$ cat config.mk
export PLATFORM = sky130hd
export DESIGN_NAME = ovl_width_pulse_sequencer
export DESIGN_NICKNAME = d
export VERILOG_FILES = /design/src/rtl/ovl_width_pulse_sequencer.sv
export SDC_FILE = /design/constraint.sdc
export NUM_CORES = 1
export LEC_CHECK = 0
export ABC_AREA = 1
export CORE_UTILIZATION = 45
export CTS_CLUSTER_DIAMETER = 200
export DETAILED_ROUTE_END_ITERATION = 6
export PLACE_DENSITY = 0.68
export SYNTH_ARGS = -nofsm -noshare
export SYNTH_HDL_FRONTEND = slang
export SYNTH_SLANG_ARGS = --single-unit
$ cat constraint.sdc
create_clock -name clock -period 2.2 [get_ports clock]
set_clock_uncertainty 0.15 [all_clocks]
set_input_delay 0.33 -clock clock [delete_from_list [all_inputs] [get_ports clock]]
set_output_delay 0.33 -clock clock [all_outputs]
set_load 0.1 [all_outputs]
$ cat src/rtl/ovl_width_pulse_sequencer.sv
// ovl_width_pulse_sequencer: programmed pulse-train driver and fire counter for one ovl_width checker (rev 1.0)
// Option OVL_SEQ_FIRE_ABORT_EN: the first counted fire in LEAD/HIGH/LOW skips straight to DRAIN.
`default_nettype none

module ovl_width_pulse_sequencer #(
  parameter int CNT_W     = 8,
  parameter int NPULSE_W  = 4,
  parameter int FCNT_W    = 8,
  parameter int LEAD_CKS  = 2,
  parameter int DRAIN_CKS = 4
) (
  input  logic                clock,
  input  logic                reset,
  input  logic                start,
  input  logic [CNT_W-1:0]    hi_cks,
  input  logic [CNT_W-1:0]    lo_cks,
  input  logic [NPULSE_W-1:0] num_pulses,
  input  logic                expect_fire,
  input  logic [2:0]          fire_in,
  output logic                enable,
  output logic                test_expr,
  output logic                busy,
  output logic                done,
  output logic [FCNT_W-1:0]   fire_cnt,
  output logic                pass
);

  typedef enum logic [2:0] {
    S_IDLE  = 3'd0,
    S_LEAD  = 3'd1,
    S_HIGH  = 3'd2,
    S_LOW   = 3'd3,
    S_DRAIN = 3'd4,
    S_DONE  = 3'd5
  } state_t;

  state_t              state;
  logic [CNT_W-1:0]    phase_cnt;
  logic [CNT_W-1:0]    hi_len;
  logic [CNT_W-1:0]    lo_len;
  logic [NPULSE_W-1:0] pulses_left;
  logic                exp_fire;

  logic                fire_hit;
  logic                phase_last;
  logic                abort;
  logic [FCNT_W-1:0]   fire_cnt_nxt;
  logic                unused_fire;

  // Only bit0 (assertion failure) matters; the other fire bits are ignored.
  assign unused_fire  = &{1'b0, fire_in[2:1]};
  assign fire_hit     = enable & fire_in[0];
  assign fire_cnt_nxt = (fire_hit && !(&fire_cnt)) ? fire_cnt + FCNT_W'(1) : fire_cnt;
  assign phase_last   = (phase_cnt == CNT_W'(1));

`ifdef OVL_SEQ_FIRE_ABORT_EN
  assign abort = fire_hit;
`else
  assign abort = 1'b0;
`endif

  always_ff @(posedge clock) begin
    if (!reset) begin
      state       <= S_IDLE;
      phase_cnt   <= '0;
      hi_len      <= '0;
      lo_len      <= '0;
      pulses_left <= '0;
      exp_fire    <= 1'b0;
      enable      <= 1'b0;
      test_expr   <= 1'b0;
      busy        <= 1'b0;
      done        <= 1'b0;
      fire_cnt    <= '0;
      pass        <= 1'b0;
    end else begin
      done     <= 1'b0;
      fire_cnt <= fire_cnt_nxt;
      case (state)
        S_IDLE: begin
          if (start) begin
            hi_len      <= (hi_cks == '0) ? CNT_W'(1) : hi_cks;
            lo_len      <= (lo_cks == '0) ? CNT_W'(1) : lo_cks;
            pulses_left <= num_pulses;
            exp_fire    <= expect_fire;
            fire_cnt    <= '0;
            pass        <= 1'b0;
            phase_cnt   <= CNT_W'(LEAD_CKS);
            enable      <= 1'b1;
            test_expr   <= 1'b0;
            busy        <= 1'b1;
            state       <= S_LEAD;
          end
        end
        S_LEAD: begin
          if (abort || (phase_last && pulses_left == '0)) begin
            phase_cnt <= CNT_W'(DRAIN_CKS);
            test_expr <= 1'b0;
            state     <= S_DRAIN;
          end else if (phase_last) begin
            phase_cnt <= hi_len;
            test_expr <= 1'b1;
            state     <= S_HIGH;
          end else begin
            phase_cnt <= phase_cnt - CNT_W'(1);
          end
        end
        S_HIGH: begin
          if (abort) begin
            phase_cnt <= CNT_W'(DRAIN_CKS);
            test_expr <= 1'b0;
            state     <= S_DRAIN;
          end else if (phase_last) begin
            phase_cnt <= lo_len;
            test_expr <= 1'b0;
            state     <= S_LOW;
          end else begin
            phase_cnt <= phase_cnt - CNT_W'(1);
          end
        end
        S_LOW: begin
          if (!abort && phase_last && pulses_left > NPULSE_W'(1)) begin
            pulses_left <= pulses_left - NPULSE_W'(1);
            phase_cnt   <= hi_len;
            test_expr   <= 1'b1;
            state       <= S_HIGH;
          end else if (abort || phase_last) begin
            pulses_left <= '0;
            phase_cnt   <= CNT_W'(DRAIN_CKS);
            test_expr   <= 1'b0;
            state       <= S_DRAIN;
          end else begin
            phase_cnt <= phase_cnt - CNT_W'(1);
          end
        end
        S_DRAIN: begin
          if (phase_last) begin
            // Verdict includes a fire seen on this final drain edge.
            pass      <= ((fire_cnt_nxt != '0) == exp_fire);
            phase_cnt <= '0;
            enable    <= 1'b0;
            test_expr <= 1'b0;
            busy      <= 1'b0;
            done      <= 1'b1;
            state     <= S_DONE;
          end else begin
            phase_cnt <= phase_cnt - CNT_W'(1);
          end
        end
        S_DONE: begin
          state <= S_IDLE;
        end
        default: begin
          enable    <= 1'b0;
          test_expr <= 1'b0;
          busy      <= 1'b0;
          state     <= S_IDLE;
        end
      endcase
    end
  end

endmodule

`default_nettype wire
Yosys cells after proc, flatten, opt, wreduce, memory -nomap -nowiden
Index checks and enable logic that the tools add are counted.

storage, ports and cells
  word-level logic and storage cells = 90
  output and inout port bits = 13
  register bits = 44
  bits of input ports = 27

cells by class
  add/sub/neg operators = 3
  bitwise logic cells = 3
  reductions and logical operators = 23
  eq/ne operators = 12
  mux-type cells = 37
  order comparisons = 1

operator list
  cell                 number
  $mux 8               12
  $pmux 8 s5           1
  $mux 3               7
  $logic_not 8->1      2
  $pmux 3 s5           1
  $mux 4               3
  $reduce_and 3->1     4
  $mux 1               9
  $add 8x1->8 const B  1
  $eq 8x1->1 const B   1
  $pmux 4 s2           1
  $reduce_and 8->1     1
  $reduce_bool 8->1    1
  $sub 8x1->8 const B  1
  $eq 3x2->1 const B   2
  $eq 3x3->1 const B   2
  $ne 2x2->1 const B   3
  $ne 3x3->1 const B   2
  $reduce_and 2->1     3
  $pmux 1 s5           1
  $reduce_and 5->1     1
  $reduce_bool 5->1    1
  $gt 4x1->1 const B   1
  $logic_not 4->1      1
  other kinds (13)     17

Depth between registers and ports, before layout
Gate-level depths: netlist of run 1.

  depth after elaboration = 8
  mapped depth = 14
  mapped depth without buffers = 14

Worst setup path after synthesis of run 1
OpenSTA, ideal clock, no wires.

  path kind = reg2reg
  start = register fire_cnt[0]
  end = register pass
  stages on the path, launching flop included = 15
  arrival = 2256 ps
  path buffers = 0
  setup time = 109 ps
  period minus slack after synthesis = 2515 ps
  setup slack = -315 ps
  required time = 1941 ps
  cells stage by stage = dfxtp_1 > ha_1 > inv_1 > nor2_4 > nand2_4 > nand2_4 > nand2_2 > nand2_2 > inv_2 > nor2_2 > nand2_1 > o21bai_1 > nand3_1 > nand2_1 > inv_1

between the ends
  longest elaborated chain between the ends = 8
  elaborated cells on any way between the ends = 9
  those cells by class = 1 x add/sub; 1 x eq/ne; 3 x mux; 4 x reduce/logical

RTL lines
  element                                                              line  text
  start: declaration                                                   24    output logic [FCNT_W-1:0] fire_cnt,
  start signal: assignment                                             78    fire_cnt <= fire_cnt_nxt;
  parallel branches: the longest is 3 deep, another holds $add 8x1->8  n/a
  $mux 8 (*)                                                           53    assign fire_cnt_nxt = (fire_hit && !(&fire_cnt)) ? fire_cnt + FCNT_W'(1) : fire_cnt;
  $reduce_bool 8->1 (*)                                                139   pass <= ((fire_cnt_nxt != '0) == exp_fire);
  $eq 1x1->1 (*)                                                       139
  $mux 1 (*)                                                           137   if (phase_last) begin
  $pmux 1 s2 (*)                                                       79    case (state)
  end signal: assignment                                               139
  end: declaration                                                     25    output logic pass

Every way passes the cells marked *. The select of a mux whose other input is x is not followed.
A chain may end at the register's enable or synchronous reset.

Final worst setup path of run 1
  start = register phase_cnt[0]
  end = register phase_cnt[6]

between the ends
  longest elaborated chain between the ends = 4
  elaborated cells on any way between the ends = 11
  those cells by class = 1 x add/sub; 1 x eq/ne; 7 x mux; 2 x reduce/logical

RTL lines
  element                                           line     text
  start: declaration                                38       logic [CNT_W-1:0] phase_cnt;
  start signal: assignment                          88       phase_cnt <= CNT_W'(LEAD_CKS);
  start signal: assignment                          97       phase_cnt <= CNT_W'(DRAIN_CKS);
  start signal: assignment                          101      phase_cnt <= hi_len;
  $sub 8x1->8 / $eq 8x1->1 (equally long branches)  n/a
  $mux 8, or another cell as far along              127      end else if (abort || phase_last) begin
  $mux 8 (on tied branches)                         122, 96
  $pmux 8 s5 (*)                                    79

Mark *: on every way between the ends. The rest lies on a longest branch, timed or not.

==> flow_metrics.tcl, run 1 <==
set metrics [dict create \
    status "completed" \
    ant_nets 0 \
    clk_path_buf_depth 2 \
    clkSinkCount 44 \
    worstReg2RegStart "phase_cnt[0]" \
    yosys.area.top_type_share_pct 32.0 \
    dieHeight_um 80.2 \
    start_util_pct 46.5 \
    synth_seq_area_share_pct 32.0 \
    p_comb_share_pct 58.6 \
    cts_resized 0 \
    finalNonFillerCells 531 \
    synth_edf_count 0 \
    grt_max_degree 19 \
    synth_area_leaders "dfxtp_1 (32%), nand2_1 (15%), inv_1 (7.1%)" \
    synth-seq-cells 44 \
    fin_nets 487 \
    cts_tree "done" \
    power.internal_mw 2.08 \
    hold_violations 0 \
    dp_slack_ns 0.0297 \
    syn_area_um2 2760 \
    io_buffers 37 \
    synth_top_flop_cell "dfxtp_1" \
    synth_nets 445 \
    fin_setup_tns_ns 0 \
    antenna-diode-count 0 \
    power_frac_clock_pct 13.0 \
    ir_drop_v 0.000640 \
    fin_crit_sh_pct 89.7 \
    grt_pass1_wl_mm 11.5 \
    setup_violations 0 \
    die-area_um2 6440 \
    wl_met1_mm 3.38 \
    p_per_area_nw_per_um2 1260 \
    critPathLaunch "phase_cnt[0]" \
    rrSetupSlack_ns 0.23 \
    grt_usage_pct 22.9 \
    postSynthCellCount 413 \
    wl_met2_mm 2.97 \
    worst_setup_path_start_kind "flop" \
    num_io_pins 40 \
    endpoint_kind "flop" \
    fmax_mhz 507 \
    dpl.cell_count 523 \
    cts_made_buffers 5 \
    rsz0062_at_grt "no" \
    drtIter0Drc 178 \
    wl_mm 6.82 \
    cap_viol_max_count 0 \
    synth.largest_area_cell "dfxtp_1" \
    rows 28 \
    clockRootBuffer "clkbuf_8" \
    final_util_pct 55.6 \
    p_seq_share_pct 28.4 \
    drv_slew 0 \
    switching_power_mw 2.07 \
    switching_share_pct 49.8 \
    postCtsSetupBuffers 0 \
    place.gp.congestion 0.891 \
    areaGrowthSynthToFinish_pct 19.5 \
    met3WireLength_um 367 \
    maxSlewHeadroom_pct 71.6 \
    regToRegEndpoint "phase_cnt[6]" \
    insertion_delay_ns 0.30 \
    drive_above_1_share_pct 15.8 \
    cts.clk_slew.worst_paths_ns 0.08 \
    reg2reg_depth 10 \
    min_period_ns 1.97 \
    timing.hold.ws_ns 0.322 \
    critPathArrivalTime_ns 2.02 \
    dr.pass1.iters 5 \
    required_ns 2.25 \
    yosysMostFrequentCell "nand2_1" \
    p_leak_nw 1.47 \
    routedWlPerCell_um 12.8 \
    async_flop_share_pct 0 \
    antenna_found_initial 0 \
    htree_levels 2 \
    crit_type "reg -> reg" \
    yosysUniqueCellTypes 39 \
    synth_commonest_cells "nand2_1 (107), inv_1 (52), dfxtp_1 (44)" \
    vias 2787 \
    worstMarginPinSlew_ns 0.425 \
    highest_layer "met4" \
    post-route-drc-count 0 \
    hold_buffers 0 \
    yosys_warnings 0 \
    dieWidth_um 80.2 \
    worstPathMaxFanout 13 \
    core_um2 5920 \
    vias_per_cell 5.25 \
    endpoint "phase_cnt[6]" \
    avgSynthCellArea_um2 6.67 \
    hp-class "reg -> reg" \
    overflow 0 \
    grt_pass1_vias 2497 \
    worst_slack_ns 0.226 \
    hpwlAfterDp_mm 5.28 \
]
==> metrics by stage <==
stage | power [mW] | area [um2]
global route | 4.51 | 3290
finish | 4.15 | 3290
detailed placement | 3.58 | 3200
CTS | 4.12 | 3290
global placement | 3.56 | 3200
floorplan | 3.05 | 2770
==> flip-flops by register name, indices dropped and copies added (netlist names) <==
signal	count
pass	1
exp_fire	1
phase_cnt	8
busy	1
pulses_left	4
test_expr	1
hi_len	8
fire_cnt	8
state	3
lo_len	8
done	1
==> critical path, cell delays in order, from the launching register on <==
cell and delay [ns]:
dfxtp_1 0.39, ha_1 0.19, nand3_1 0.09, nor2_2 0.17, inv_1 0.23, nand3_1 0.21, o21ai_0 0.11, nand2_1 0.07
nand2_1 0.06, nor4_2 0.14, nor2_1 0.06
==> layer usage <==
| layer | up-vias | track usage (%) |
|---|---|---|
| met5 | - | 0 |
| met4 | 0 | 5.89 |
| met3 | 15 | 4.66 |
| met2 | 80 | 35.8 |
| met1 | 1255 | 32.0 |
| li1 | 1437 | - |
==> area by class of cell <==
cell class | count | area (um2)
multi-input combinational | 303 | 1600
inverter | 56 | 210
fill | 604 | 2630
sequential | 44 | 892
tap | 75 | 93.8
clock buffer | 7 | 86.3
clock inverter | 1 | 7.51
timing repair buffer | 45 | 398
==> power by group through the flow <==
stage | Combinational (mW) | Clock, mW | Sequential, mW
final | 2.43 | 0.539 | 1.18
after CTS | 2.40 | 0.545 | 1.18
after detailed placement | 2.38 | 0 | 1.20
after floorplan | 1.77 | 0 | 1.28
after global routing | 2.71 | 0.583 | 1.21
after global placement | 2.36 | 0 | 1.19
==> cells in the final DEF (no fill, tap or decap), drive strengths merged <==
cell type      instances
nor3                   6
inv                   56
a41oi                  1
a21oi                 35
a31oi                  1
nor2                  49
buf                   21
nor3b                  1
xor2                   7
a31o                   1
o31ai                  1
a22oi                  1
a221oi                 3
clkdlybuf4s50         24
ha                     5
nand4                  7
o21ai                 27
dfxtp                 44
a211oi                 6
o21bai                 1
o211ai                 8
clkbuf                 7
nand3                 24
nand2                116
nor4                   3
clkinvlp               1
==> worst min-delay path by stage <==
stage / end / cells after the start / startpoint / slack, ns
after floorplan: lo_len[2] / 2 / lo_len[2] / 0.27
after global placement: lo_len[2] / 2 / lo_len[2] / 0.31
after detailed placement: lo_len[5] / 2 / lo_len[5] / 0.31
after CTS: lo_len[2] / 2 / lo_len[2] / 0.32
after global routing: lo_len[2] / 2 / lo_len[2] / 0.35
final: lo_len[2] / 2 / lo_len[2] / 0.32
==> cell families (layout without fill, tap and decap cells) <==
logic type      Yosys count  after routing  share of synthesized area (%)
simple gates            206            206                           35.2
flops                    44             44                           32.0
fa+ha+maj                 5              5                           2.27
xor+xnor                  7              7                           2.23
compound gates           85             85                           18.5
buf+inv                  66            109                           9.81
Power figures use the tool's default switching activity.
==> run 2, diff against run 1 <==
Settings changed: PLACE_DENSITY 0.68 to 0.71, SKIP_CTS_REPAIR_TIMING from default to 1.
Clock period 2.2 ns to 1.6 ns, I/O delays scaled along.
==> run 2 against run 1 <==
  * Critical path depth up 1
  * Hold slack worse by 0.0030 ns
  * Setup slack worse by 0.51 ns
  * Combinational power up 110%
  * The run now ends with setup timing left
  * Sequential cell count unchanged
  * Sequential power up 36%
==> flow_metrics.tcl, run 2 (synthesis results as in run 1) <==
set metrics [dict create \
    vias_per_cell 5.24 \
    status "finished, violations left" \
    most-common-layout-cells "nand2_1 (103), buf_4 (83), inv_1 (40)" \
    drtIter0Drc 199 \
    total_power_mw 7.41 \
    start_util_pct 46.5 \
    setup_violations 17 \
    dr.pass1.iters 5 \
    worst_setup_path_start_kind "flop" \
    worst_slack_ns -0.280 \
    core_um2 5920 \
    clkSinkCount 44 \
    endpoint_kind "flop" \
    fin_nets 567 \
    p_leak_nw 1.92 \
    cap_viol_max_count 0 \
    required_ns 1.69 \
    violations "setup timing" \
    grt_pass1_vias 2926 \
    cts.clk_slew.worst_paths_ns 0.08 \
    cts_made_buffers 5 \
    path_cells "inv_2 > ha_4 > nand3_2 > nor2_4 > buf_4 > nand3_4 > nand2_2 > nand2_1 > a21oi_1 > nand2_1 > a21oi_2" \
    worstMarginPinSlew_ns 0.366 \
    crit_type "reg -> reg" \
    ir_drop_v 0.000972 \
    worstPathMaxFanout 4 \
    antenna-diode-count 0 \
    cp_common_cell "nand2_1" \
    drv_slew 0 \
    fin_crit_sh_pct 117 \
    dpl.cell_count 596 \
    critPathArrivalTime_ns 1.97 \
    clockRootBuffer "clkbuf_8" \
    place.gp.congestion 0.894 \
    rsz0062_at_grt "yes" \
    clk_path_buf_depth 2 \
    hpwlAfterDp_mm 6.37 \
    finalNonFillerCells 611 \
    path_buf_inv 2 \
    grt_max_degree 17 \
    hp-class "reg -> reg" \
    fmax_mhz 532 \
    htree_levels 2 \
    antenna_found_initial 0 \
    overflow 0 \
    num_io_pins 40 \
    path_delay_family "simple AND/OR/NAND/NOR gates" \
    dieWidth_um 80.2 \
    areaGrowthSynthToFinish_pct 57.2 \
    layout.cells.most_common "nand2_1" \
    routedWlPerCell_um 13.7 \
    grt_usage_pct 26.4 \
    cp_slowest_stage_delay_ns 0.33 \
    wl_mm 8.37 \
    cts_tree "done" \
    ant_nets 0 \
    dp_slack_ns -0.425 \
    fillCellCount 460 \
    slowest_stage "dfxtp_2" \
    post-route-drc-count 0 \
    grt_pass1_wl_mm 13.2 \
    hold_violations 0 \
    p_per_area_nw_per_um2 1710 \
    dieHeight_um 80.2 \
    final_util_pct 73.2 \
    drive_above_1_share_pct 37.5 \
    timing.hold.ws_ns 0.319 \
    min_period_ns 1.88 \
    insertion_delay_ns 0.30 \
    io_buffers 37 \
    die-area_um2 6440 \
    maxSlewHeadroom_pct 75.4 \
    vias 3199 \
    rows 28 \
]
[run 2: cell count changes in the layout (fill, tap and decap cells not counted), sizes merged]
cell / change
buf: +80
[run 2: worst paths after layout]
path / cells after the start / slack (ns) / startpoint / end
setup / recovery: 11 / -0.28 / phase_cnt[1] / phase_cnt[7]
hold / removal: 2 / 0.32 / lo_len[2] / lo_len[2]
hold reg to reg: 2 / 0.32 / lo_len[2] / lo_len[2]
setup reg to reg: 11 / -0.28 / phase_cnt[1] / phase_cnt[7]
[run 2: cell type report]
class | instances | area [um2] | area share (%)
Inverter | 56 | 215 | 4.97
Timing Repair Buffer | 125 | 1200 | 27.6
Sequential cell | 44 | 922 | 21.3
Multi-Input combinational cell | 303 | 1810 | 41.8
Clock buffer | 7 | 86.3 | 1.99
Clock inverter | 1 | 7.51 | 0.173
Tap cell | 75 | 93.8 | 2.17
[run 2: where the power goes]
| group | total (mW) | internal, mW | switching [mW] |
|---|---|---|---|
| combinational | 5.06 | 2.23 | 2.83 |
| clock | 0.744 | 0.351 | 0.393 |
| sequential | 1.61 | 1.38 | 0.225 |
[run 2: worst reg2reg max path: stages, from the launching register on]
cell	delay, ns
dfxtp_2	0.33
inv_2	0.08
ha_4	0.16
nand3_2	0.10
nor2_4	0.18
buf_4	0.17
nand3_4	0.08
nand2_2	0.12
nand2_1	0.06
a21oi_1	0.16
nand2_1	0.12
a21oi_2	0.13
[run 2: layer usage]
layer / routed length [um] / part of all wire (%) / vias up / track usage (%)
met4: 146 / 1.7 / 0 / 6.79
met2: 4090 / 49 / 113 / 44.1
met3: 351 / 4.2 / 13 / 4.20
li1: - / - / 1604 / -
met1: 3780 / 45 / 1469 / 35.2
met5: 0 / 0 / - / 0
[run 2: stage by stage]
stage          setup TNS [ns]  area (um2)
2_1_floorplan          -0.252        2840
3_3_place_gp            -5.18        4010
3_5_place_dp            -6.20        4010
4_1_cts                 -3.64        4100
5_1_grt                 -4.80        4330
6_report                -3.27        4330
